===== config.mk =====
export PLATFORM = sky130hd
export DESIGN_NAME = axi_lite_reg_slave
export DESIGN_NICKNAME = d
export VERILOG_FILES = /design/src/rtl/axi_lite_reg_slave.sv
export SDC_FILE = /design/constraint.sdc
export NUM_CORES = 1
export LEC_CHECK = 0
export ABC_AREA = 1
export BUFFER_PORTS_ARGS = -buffer_cell sky130_fd_sc_hd__buf_2
export CORE_AREA = 2 2 474 476
export DETAILED_ROUTE_END_ITERATION = 8
export DIE_AREA = 0 0 476 478
export PLACE_DENSITY = 0.39
export SLEW_MARGIN = 20
export SYNTH_ARGS = -nofsm -noshare
export SYNTH_HDL_FRONTEND = slang
export SYNTH_SLANG_ARGS = --single-unit

===== constraint.sdc =====
create_clock -name i_clk -period 4 [get_ports i_clk]
set_input_delay 0 -clock i_clk [delete_from_list [all_inputs] [get_ports i_clk]]
set_output_delay 0 -clock i_clk [all_outputs]
set_load 0.05 [all_outputs]

===== src/rtl/axi_lite_reg_slave.sv =====
// AXI4-Lite register bank with one outstanding transaction, byte strobes,
// read-only status words and per-register read/write access pulses.
module axi_lite_reg_slave #(
  parameter int AXI_DATA_WIDTH = 32,
  parameter int AXI_ADDR_WIDTH = 32,
  parameter int REG_NUM = 16,
  parameter logic [REG_NUM-1:0] RO_MASK = {REG_NUM{1'b0}}
) (
  input  logic                              i_clk,
  input  logic                              i_rstn,
  input  logic [AXI_ADDR_WIDTH-1:0]         s_axi_araddr,
  input  logic                              s_axi_arvalid,
  output logic                              s_axi_arready,
  output logic [AXI_DATA_WIDTH-1:0]         s_axi_rdata,
  output logic [1:0]                        s_axi_rresp,
  output logic                              s_axi_rvalid,
  input  logic                              s_axi_rready,
  input  logic [AXI_ADDR_WIDTH-1:0]         s_axi_awaddr,
  input  logic                              s_axi_awvalid,
  output logic                              s_axi_awready,
  input  logic [AXI_DATA_WIDTH-1:0]         s_axi_wdata,
  input  logic [AXI_DATA_WIDTH/8-1:0]       s_axi_wstrb,
  input  logic                              s_axi_wvalid,
  output logic                              s_axi_wready,
  output logic [1:0]                        s_axi_bresp,
  output logic                              s_axi_bvalid,
  input  logic                              s_axi_bready,
  output logic [REG_NUM*AXI_DATA_WIDTH-1:0] o_reg_q,
  input  logic [REG_NUM*AXI_DATA_WIDTH-1:0] i_ro_val,
  output logic [REG_NUM-1:0]                o_wr_pulse,
  output logic [REG_NUM-1:0]                o_rd_pulse
);

  localparam int IDX_W  = $clog2(REG_NUM);
  localparam int STRB_W = AXI_DATA_WIDTH / 8;
  localparam logic [1:0] RESP_OKAY   = 2'b00;
  localparam logic [1:0] RESP_SLVERR = 2'b10;
  localparam logic [1:0] RESP_DECERR = 2'b11;

  typedef enum logic [1:0] {IDLE, WR_ACC, WR_RESP, RD_RESP} state_t;

  state_t state, state_d;

  logic [AXI_DATA_WIDTH-1:0] reg_q   [REG_NUM];
  logic [AXI_DATA_WIDTH-1:0] ro_word [REG_NUM];

  logic                      aw_got, w_got;
  logic [IDX_W-1:0]          aw_idx_q;
  logic                      aw_in_q;
  logic [AXI_DATA_WIDTH-1:0] wdata_q;
  logic [STRB_W-1:0]         wstrb_q;

  logic [IDX_W-1:0]          ar_idx, aw_idx, wr_idx;
  logic                      ar_in, aw_in, wr_in;
  logic [AXI_DATA_WIDTH-1:0] rd_word, wr_data;
  logic [STRB_W-1:0]         wr_strb;
  logic                      aw_fire, w_fire, commit;
  logic                      unused_addr_bits;

  for (genvar i = 0; i < REG_NUM; i++) begin : g_words
    assign o_reg_q[AXI_DATA_WIDTH*i +: AXI_DATA_WIDTH] = reg_q[i];
    assign ro_word[i] = i_ro_val[AXI_DATA_WIDTH*i +: AXI_DATA_WIDTH];
  end

  assign ar_idx  = s_axi_araddr[2 +: IDX_W];
  assign ar_in   = (s_axi_araddr[AXI_ADDR_WIDTH-1:IDX_W+2] == '0);
  assign rd_word = RO_MASK[ar_idx] ? ro_word[ar_idx] : reg_q[ar_idx];
  assign aw_idx  = s_axi_awaddr[2 +: IDX_W];
  assign aw_in   = (s_axi_awaddr[AXI_ADDR_WIDTH-1:IDX_W+2] == '0);
  assign unused_addr_bits = ^{s_axi_araddr[1:0], s_axi_awaddr[1:0]};

  // A beat arriving this cycle is merged with any already-held half so the
  // commit happens on the same edge as the second handshake.
  assign aw_fire = (state == WR_ACC) && !aw_got && s_axi_awvalid;
  assign w_fire  = (state == WR_ACC) && !w_got && s_axi_wvalid;
  assign commit  = (state == WR_ACC) && (aw_got || aw_fire) && (w_got || w_fire);
  assign wr_idx  = aw_got ? aw_idx_q : aw_idx;
  assign wr_in   = aw_got ? aw_in_q : aw_in;
  assign wr_data = w_got ? wdata_q : s_axi_wdata;
  assign wr_strb = w_got ? wstrb_q : s_axi_wstrb;

  always_ff @(posedge i_clk) begin
    if (!i_rstn) state <= IDLE;
    else         state <= state_d;
  end

  always_comb begin
    state_d       = state;
    s_axi_arready = 1'b0;
    s_axi_awready = 1'b0;
    s_axi_wready  = 1'b0;
    s_axi_rvalid  = 1'b0;
    s_axi_bvalid  = 1'b0;
    case (state)
      IDLE: begin
        s_axi_arready = 1'b1;
        if (s_axi_arvalid)                     state_d = RD_RESP;
        else if (s_axi_awvalid || s_axi_wvalid) state_d = WR_ACC;
      end
      WR_ACC: begin
        s_axi_awready = !aw_got;
        s_axi_wready  = !w_got;
        if (commit) state_d = WR_RESP;
      end
      WR_RESP: begin
        s_axi_bvalid = 1'b1;
        if (s_axi_bready) state_d = IDLE;
      end
      RD_RESP: begin
        s_axi_rvalid = 1'b1;
        if (s_axi_rready) state_d = IDLE;
      end
      default: state_d = IDLE;
    endcase
  end

  always_ff @(posedge i_clk) begin
    if (!i_rstn) begin
      for (int i = 0; i < REG_NUM; i++) reg_q[i] <= '0;
      aw_got      <= 1'b0;
      w_got       <= 1'b0;
      aw_idx_q    <= '0;
      aw_in_q     <= 1'b0;
      wdata_q     <= '0;
      wstrb_q     <= '0;
      s_axi_rdata <= '0;
      s_axi_rresp <= RESP_OKAY;
      s_axi_bresp <= RESP_OKAY;
      o_wr_pulse  <= '0;
      o_rd_pulse  <= '0;
    end else begin
      o_wr_pulse <= '0;
      o_rd_pulse <= '0;
      if (state == IDLE && s_axi_arvalid) begin
        s_axi_rdata <= ar_in ? rd_word : '0;
        s_axi_rresp <= ar_in ? RESP_OKAY : RESP_DECERR;
        if (ar_in) o_rd_pulse[ar_idx] <= 1'b1;
      end
      if (aw_fire) begin
        aw_got   <= 1'b1;
        aw_idx_q <= aw_idx;
        aw_in_q  <= aw_in;
      end
      if (w_fire) begin
        w_got   <= 1'b1;
        wdata_q <= s_axi_wdata;
        wstrb_q <= s_axi_wstrb;
      end
      if (commit) begin
        if (!wr_in) begin
          s_axi_bresp <= RESP_DECERR;
        end else if (RO_MASK[wr_idx]) begin
          s_axi_bresp <= RESP_SLVERR;
        end else begin
          s_axi_bresp        <= RESP_OKAY;
          o_wr_pulse[wr_idx] <= 1'b1;
          for (int k = 0; k < STRB_W; k++)
            if (wr_strb[k]) reg_q[wr_idx][8*k +: 8] <= wr_data[8*k +: 8];
        end
      end
      if (state == WR_RESP && s_axi_bready) begin
        aw_got <= 1'b0;
        w_got  <= 1'b0;
      end
    end
  end

endmodule


==> impl_metrics.tcl, run 1 <==
set metrics [dict create \
    grt_pass1_vias 23100 \
    cp.arrival_ns 4.18 \
    viasPerCell 3.688 \
    skew_ns 0.06362 \
    start_util_pct 11.54 \
    drc 0 \
    cts_sinks 623 \
    synth_area_um2 25760 \
    setup_ws_ns 0.1794 \
    finalCritPeriodShare_pct 95.51 \
    cp.required_ns 4.35 \
    critPathCaptureType "flip-flop" \
    tns_ns 0 \
    drtAntennaViolNets 0 \
    rsz0062_at_grt "false" \
    final_nets 3896 \
    final_layout_size_suffix_gt1_share_pct 33.00 \
    start_kind "input pin" \
    h-tree-depth 3 \
    numCtsBuffers 78 \
    hpwl_mm 136.6 \
    ys_warn_count 0 \
    design.core.area_um2 223200 \
    relSlewSlack_pct 32.33 \
    powerDensity_nw_per_um2 492.7 \
    peakVddDrop_v 0.0002742 \
    synthesis.instances 2360 \
    wl_per_cell_um 27.18 \
    finalPower_uw 18670 \
    drt-initial-drc-count 1989 \
    hold_violations 0 \
    place_congestion 0.8873 \
    worstMarginPinSlew_ns 1.004 \
    hold_path.class "in -> reg" \
    die_area_um2 227500 \
    syn_to_final_growth_pct 47.15 \
    grt_max_degree 83 \
    finalCriticalPeriod_ns 3.821 \
    finalSetupViolCount 0 \
    place_ws_ns 0.6877 \
    port_buffers 687 \
    wl_mm 172.5 \
    synth_nets 2979 \
    antenna_found_initial 21 \
    root_buffer "clkbuf_16" \
    die_y_um 478 \
    io_pins 1204 \
    p_leak_uw 0.01526 \
    synth-seq-area-share_pct 68.32 \
    dieWidth_um 476 \
    drv_cap 0 \
    track_usage_pct 14.68 \
    rows 174 \
    grt_overflow 0 \
    cts_tree "built" \
    vias 23402 \
    fmax_mhz 261.7 \
    cp_max_fo 30 \
    grt_pass1_wl_mm 221.9 \
    synth-seq-cells 623 \
    slew_viol_final 0 \
    avgSynthCellArea_um2 10.91 \
    status "completed" \
    clock_path_buffers 3 \
    synth_cell_types 31 \
    clkSlewWorstSetupHoldPaths_ns 0.06 \
    worstSetupPathType "in -> reg" \
    clk_latency_ns 0.74 \
    fillers 24967 \
    drtPass1Iterations 6 \
]
-- cell usage in the layout (no fill, tap or decap), types with 11 or more instances in the layout --
cell type | Yosys | layout
nor3_1 | 16 | 16
nor2_4 | 8 | 13
clkinv_1 | 2 | 20
o221ai_1 | 12 | 12
dfxtp_1 | 111 | 110
diode_2 | 0 | 11
or2_2 | 11 | 11
o21ai_0 | 177 | 177
clkinv_2 | 0 | 11
inv_1 | 23 | 20
o22ai_1 | 227 | 227
clkbuf_16 | 0 | 78
clkbuf_1 | 123 | 12
buf_2 | 11 | 686
nand3_1 | 38 | 37
nand2_2 | 0 | 12
nor2_1 | 707 | 702
buf_4 | 6 | 170
mux2i_1 | 33 | 18
nand3_2 | 52 | 52
buf_12 | 0 | 14
nand2_1 | 255 | 242
dlygate4sd3_1 | 0 | 115
mux2i_2 | 0 | 13
edfxtp_1 | 512 | 512
-- Yosys cell counts --
master / instances / area (um2)
a21oi_1: 4 / 20.02
and3_1: 1 / 6.260
buf_1: 8 / 30.03
buf_2: 11 / 55.05
buf_4: 6 / 45.04
clkbuf_1: 123 / 461.7
clkinv_1: 2 / 7.510
dfxtp_1: 111 / 2222
edfxtp_1: 512 / 15370
inv_1: 23 / 86.33
inv_2: 3 / 11.26
mux2i_1: 33 / 330.3
nand2_1: 255 / 957.2
nand3_1: 38 / 190.2
nand3_2: 52 / 520.5
nand4_1: 2 / 12.51
nor2_1: 707 / 2654
nor2_2: 5 / 31.28
nor2_4: 8 / 90.09
nor3_1: 16 / 80.08
nor4_1: 2 / 12.51
o211a_1: 2 / 20.02
o211ai_1: 1 / 7.510
o21ai_0: 177 / 885.9
o21ai_1: 2 / 10.01
o21ai_2: 1 / 8.760
o221ai_1: 12 / 105.1
o22ai_1: 227 / 1420
or2_0: 1 / 6.260
or2_1: 4 / 25.02
or2_2: 11 / 68.82
-- final timing paths --
path,slack [ns],end,from,cells past startpoint
setup / recovery,0.18,reg_q[4][21],s_axi_awaddr[18],15
hold / removal,0.05,s_axi_rdata[11],s_axi_araddr[5],7
setup reg to reg,0.60,reg_q[4][21],aw_got,7
hold reg to reg,0.45,s_axi_rdata[22],s_axi_rdata[22],2
-- critical path: stages --
cell and delay (ns):
dlygate4sd3_1 0.53, buf_2 0.12, nor2_1 0.08, nand2_1 0.05, dlygate4sd3_1 0.55, nor2_1 0.08, dlygate4sd3_1 0.55, nand3_1 0.11
dlygate4sd3_1 0.59, nand2_1 0.08, nand3_1 0.13, nor2_4 0.22, buf_12 0.27, nand3_2 0.30, nand2_1 0.45
-- metrics by stage --
step / hold WS (ns) / area [um2] / cells / utilization [%]
floorplan: 0.1650 / 25760 / 2360 / -
global placement: 0.2733 / 34040 / 6074 / 15.25
detailed placement: 0.2761 / 34040 / 6074 / 15.25
CTS: 0.008876 / 37840 / 6334 / 16.96
global route: 0.07870 / 37880 / 6336 / 16.97
finish: 0.04509 / 37900 / 6345 / 16.98
-- sequential cells by signal, summed over array words and instances, names as in the netlist --
signal / cells
s_axi_rresp: 1
aw_in_q: 1
o_rd_pulse: 16
aw_idx_q: 4
s_axi_rdata: 32
s_axi_bresp: 1
aw_got: 1
o_wr_pulse: 16
state: 2
wstrb_q: 4
reg_q: 512
w_got: 1
wdata_q: 32
-- cell type report --
cell class                 instances  area, um2  area share [%]
sequential                       623      17600           46.44
multi-input combinational       1561       7624           20.11
timing repair buffer             985       6141           16.20
tap                             2992       3744           9.878
clock buffer                      93       2038           5.378
clock inverter                    52      611.8           1.614
inverter                          28      113.9          0.3004
antenna                           11      27.53         0.07263
-- report_power, final --
part / internal (uW) / switching [uW]
logic: 862 / 2850
registers: 7310 / 279
clock network: 4220 / 3160
-- what timing repair did --
action                                  in CTS  in global routing
gates resized for setup                      0                 11
hold buffers                               115                  0
setup buffers                                0                  0
endpoints found under the hold margin      603                  0
endpoints found under the setup margin       0                 67
-- layer usage --
layer | global-route usage (%) | vias to the layer above | share of wire, %
met4 | 6.774 | 0 | 5.0
li1 | - | 10242 | -
met5 | 0 | - | 0
met1 | 19.54 | 11699 | 45
met2 | 21.89 | 1238 | 42
met3 | 4.018 | 223 | 8.2
-- kinds of logic after synthesis --
family | share of synthesized area [%]
AND/OR/NAND/NOR | 18.07
flip-flops | 68.32
AO/OA/AOI/OAI | 9.619
buffers and inverters | 2.706
multiplexers | 1.282
(Power assumes the default switching activity.)
==> run 2: changes to the inputs <==
Settings changed: CORE_AREA 2 2 474 476 to 2 2 465 467, DIE_AREA 0 0 476 478 to 0 0 467 469, GPL_TIMING_DRIVEN set to 1, SLEW_MARGIN 20 to 0.
==> run 2 against run 1 <==
Effect of this change: core utilization is 0.35 points higher; first-iteration DRC count increased by 20%; sequential share of layout area grew 1.1 points; via count decreased by 0.84%; worst hold slack improved by 0.045 ns; die area down 3.7%; largest cell class unchanged; clock skew is 0.011 ns lower; global-route usage grew 0.28 points; final cell count decreased by 3.8%; critical endpoint is now reg_q[12][10]; worst setup slack gained 0.17 ns.
==> impl_metrics.tcl, run 2 (synthesis results as in run 1) <==
set metrics [dict create \
    grt_pass1_vias 22634 \
    tns_ns 0 \
    dieWidth_um 467 \
    cp.arrival_ns 3.97 \
    hold_violations 0 \
    max_stage_delay_ns 0.72 \
    post_cts_resized 0 \
    hpwl_mm 133.3 \
    finalCriticalPeriod_ns 3.650 \
    final_nets 3811 \
    fillers 23841 \
    seq_power_share_pct 40.6 \
    finalCritPeriodShare_pct 91.26 \
    cpMostUsedCell "nand2_1" \
    worstMarginPinSlew_ns 1.275 \
    track_usage_pct 14.96 \
    cp_max_fo 9 \
    layout_commonest_cell "nor2_1" \
    design.core.area_um2 213800 \
    cts_tree "built" \
    antenna_found_initial 29 \
    p_clk_share_pct 40.0 \
    drt-initial-drc-count 2394 \
    reg_top3 "reg_q (512), s_axi_rdata (32), wdata_q (32)" \
    fmax_mhz 273.9 \
    grt_max_degree 106 \
    drtAntennaViolNets 0 \
    clk_latency_ns 0.72 \
    start_kind "flip-flop" \
    place_congestion 0.9017 \
    skew_ns 0.05262 \
    final_cell_mix "nor2_1, buf_2, edfxtp_1" \
    cpLargestDelayFamily "simple AND/OR/NAND/NOR gates" \
    numCtsBuffers 81 \
    io_pins 1204 \
    grt_pass1_wl_mm 218.0 \
    p_leak_uw 0.01485 \
    cp.required_ns 4.32 \
    combPwrFrac_pct 19.4 \
    critPathCaptureType "flip-flop" \
    relSlewSlack_pct 15.01 \
    wl_met1_mm 78.55 \
    final_util_pct 17.33 \
    dr_wl_met3_mm 13.23 \
    routed.top_layer "met5" \
    path_cells "inv_2 -> or2_1 -> o21ai_1 -> nand2_1 -> nor2_2 -> buf_4 -> nand3_2 -> nand2_1" \
    die_y_um 469 \
    h-tree-depth 3 \
    critPathBufInv 2 \
    powerDensity_nw_per_um2 505.2 \
    viasPerCell 3.802 \
    dr_wl_met2_mm 72.88 \
    drv_cap 0 \
    port_buffers 687 \
    root_buffer "clkbuf_16" \
    top_register "reg_q" \
    switching_power_uw 6389 \
    drc 0 \
    status "completed" \
    largest_register_ffs 512 \
    drtPass1Iterations 5 \
    wl_per_cell_um 28.04 \
    slew_viol_final 0 \
    crit_path_top_delay_cell "nor2_2" \
    vias 23206 \
    cts_sinks 623 \
    worstSetupPathType "reg -> reg" \
    syn_to_final_growth_pct 43.87 \
    swShare_pct 34.13 \
    grt_overflow 0 \
    wl_mm 171.2 \
    clock_path_buffers 3 \
    rows 170 \
    finalSetupViolCount 0 \
    start_util_pct 12.05 \
    rsz0062_at_grt "false" \
    hold_path.class "in -> reg" \
    die_area_um2 219000 \
    final_layout_size_suffix_gt1_share_pct 32.32 \
    clkSlewWorstSetupHoldPaths_ns 0.06 \
    peakVddDrop_v 0.0003056 \
    internal_power_uw 12330 \
]
run 2: changes by cell type in the layout (fill, tap and decap cells not counted), moves of 5 or more:
cell,change
mux2i_2,-6
bufinv_16,-5
clkbuf_1,+10
nand2_2,-10
buf_4,-57
mux2i_4,+12
clkinv_1,-17
mux2i_1,-6
nand2_1,+10
dlygate4sd3_1,-28
clkbuf_8,+7
run 2: layout make-up:
cell class / count / area, um2 / area share, %
repair buffers: 897 / 5364 / 14.48
well taps: 2838 / 3551 / 9.583
inverters: 28 / 112.6 / 0.3039
flip-flops and latches: 623 / 17600 / 47.50
clock inverters: 35 / 412.9 / 1.114
diodes: 8 / 20.02 / 0.05403
clock buffers: 114 / 2272 / 6.132
multi-input cells: 1561 / 7721 / 20.84
run 2: tightest hold or removal path: cells and delay by family:
family,cells,cell delay [ns]
buffers and inverters,2,0.44
and+or+nand+nor,3,0.33
run 2: through the flow:
stage	power, uW	cell area, um2	hold WS, ns	std cells	setup WS, ns
final	18720	37050	0.09026	6104	0.3495
after global routing	19340	37040	0.1055	6099	0.1929
after CTS	18980	36990	0.009094	6092	0.01813
after detailed placement	11290	33440	0.2776	5856	0.3640
after global placement	11280	33440	0.2821	5856	0.3766
after floorplan	9462	25760	0.1650	2360	1.781
run 2: routing by layer:
layer	GRT usage, %	up-vias
met3	3.961	209
met2	22.58	1250
met1	20.41	11652
met5	0	-
met4	5.301	6
li1	-	10089
run 2: timing repair:
| item | 4_1_cts | 5_1_grt |
|---|---|---|
| setup buffers | 0 | 4 |
| hold buffers | 87 | 0 |
| endpoints found under the setup margin | 0 | 22 |
| endpoints found under the hold margin | 614 | 0 |
run 2: worst paths after layout:
| path | startpoint | to | slack, ns | cells past startpoint |
|---|---|---|---|---|
| worst max-delay path | aw_got | reg_q[12][10] | 0.35 | 8 |
| worst min-delay path | s_axi_wvalid | wdata_q[0] | 0.09 | 5 |
| worst max register to register | aw_got | reg_q[12][10] | 0.35 | 8 |
| worst min register to register | s_axi_rdata[22] | s_axi_rdata[22] | 0.45 | 2 |
run 2: power by group through the flow:
stage | clock [uW] | sequential [uW] | combinational (uW)
global placement | 0 | 7720 | 3560
floorplan | 0 | 8240 | 1220
CTS | 7700 | 7590 | 3690
finish | 7500 | 7600 | 3630
detailed placement | 0 | 7730 | 3560
global route | 7890 | 7620 | 3820
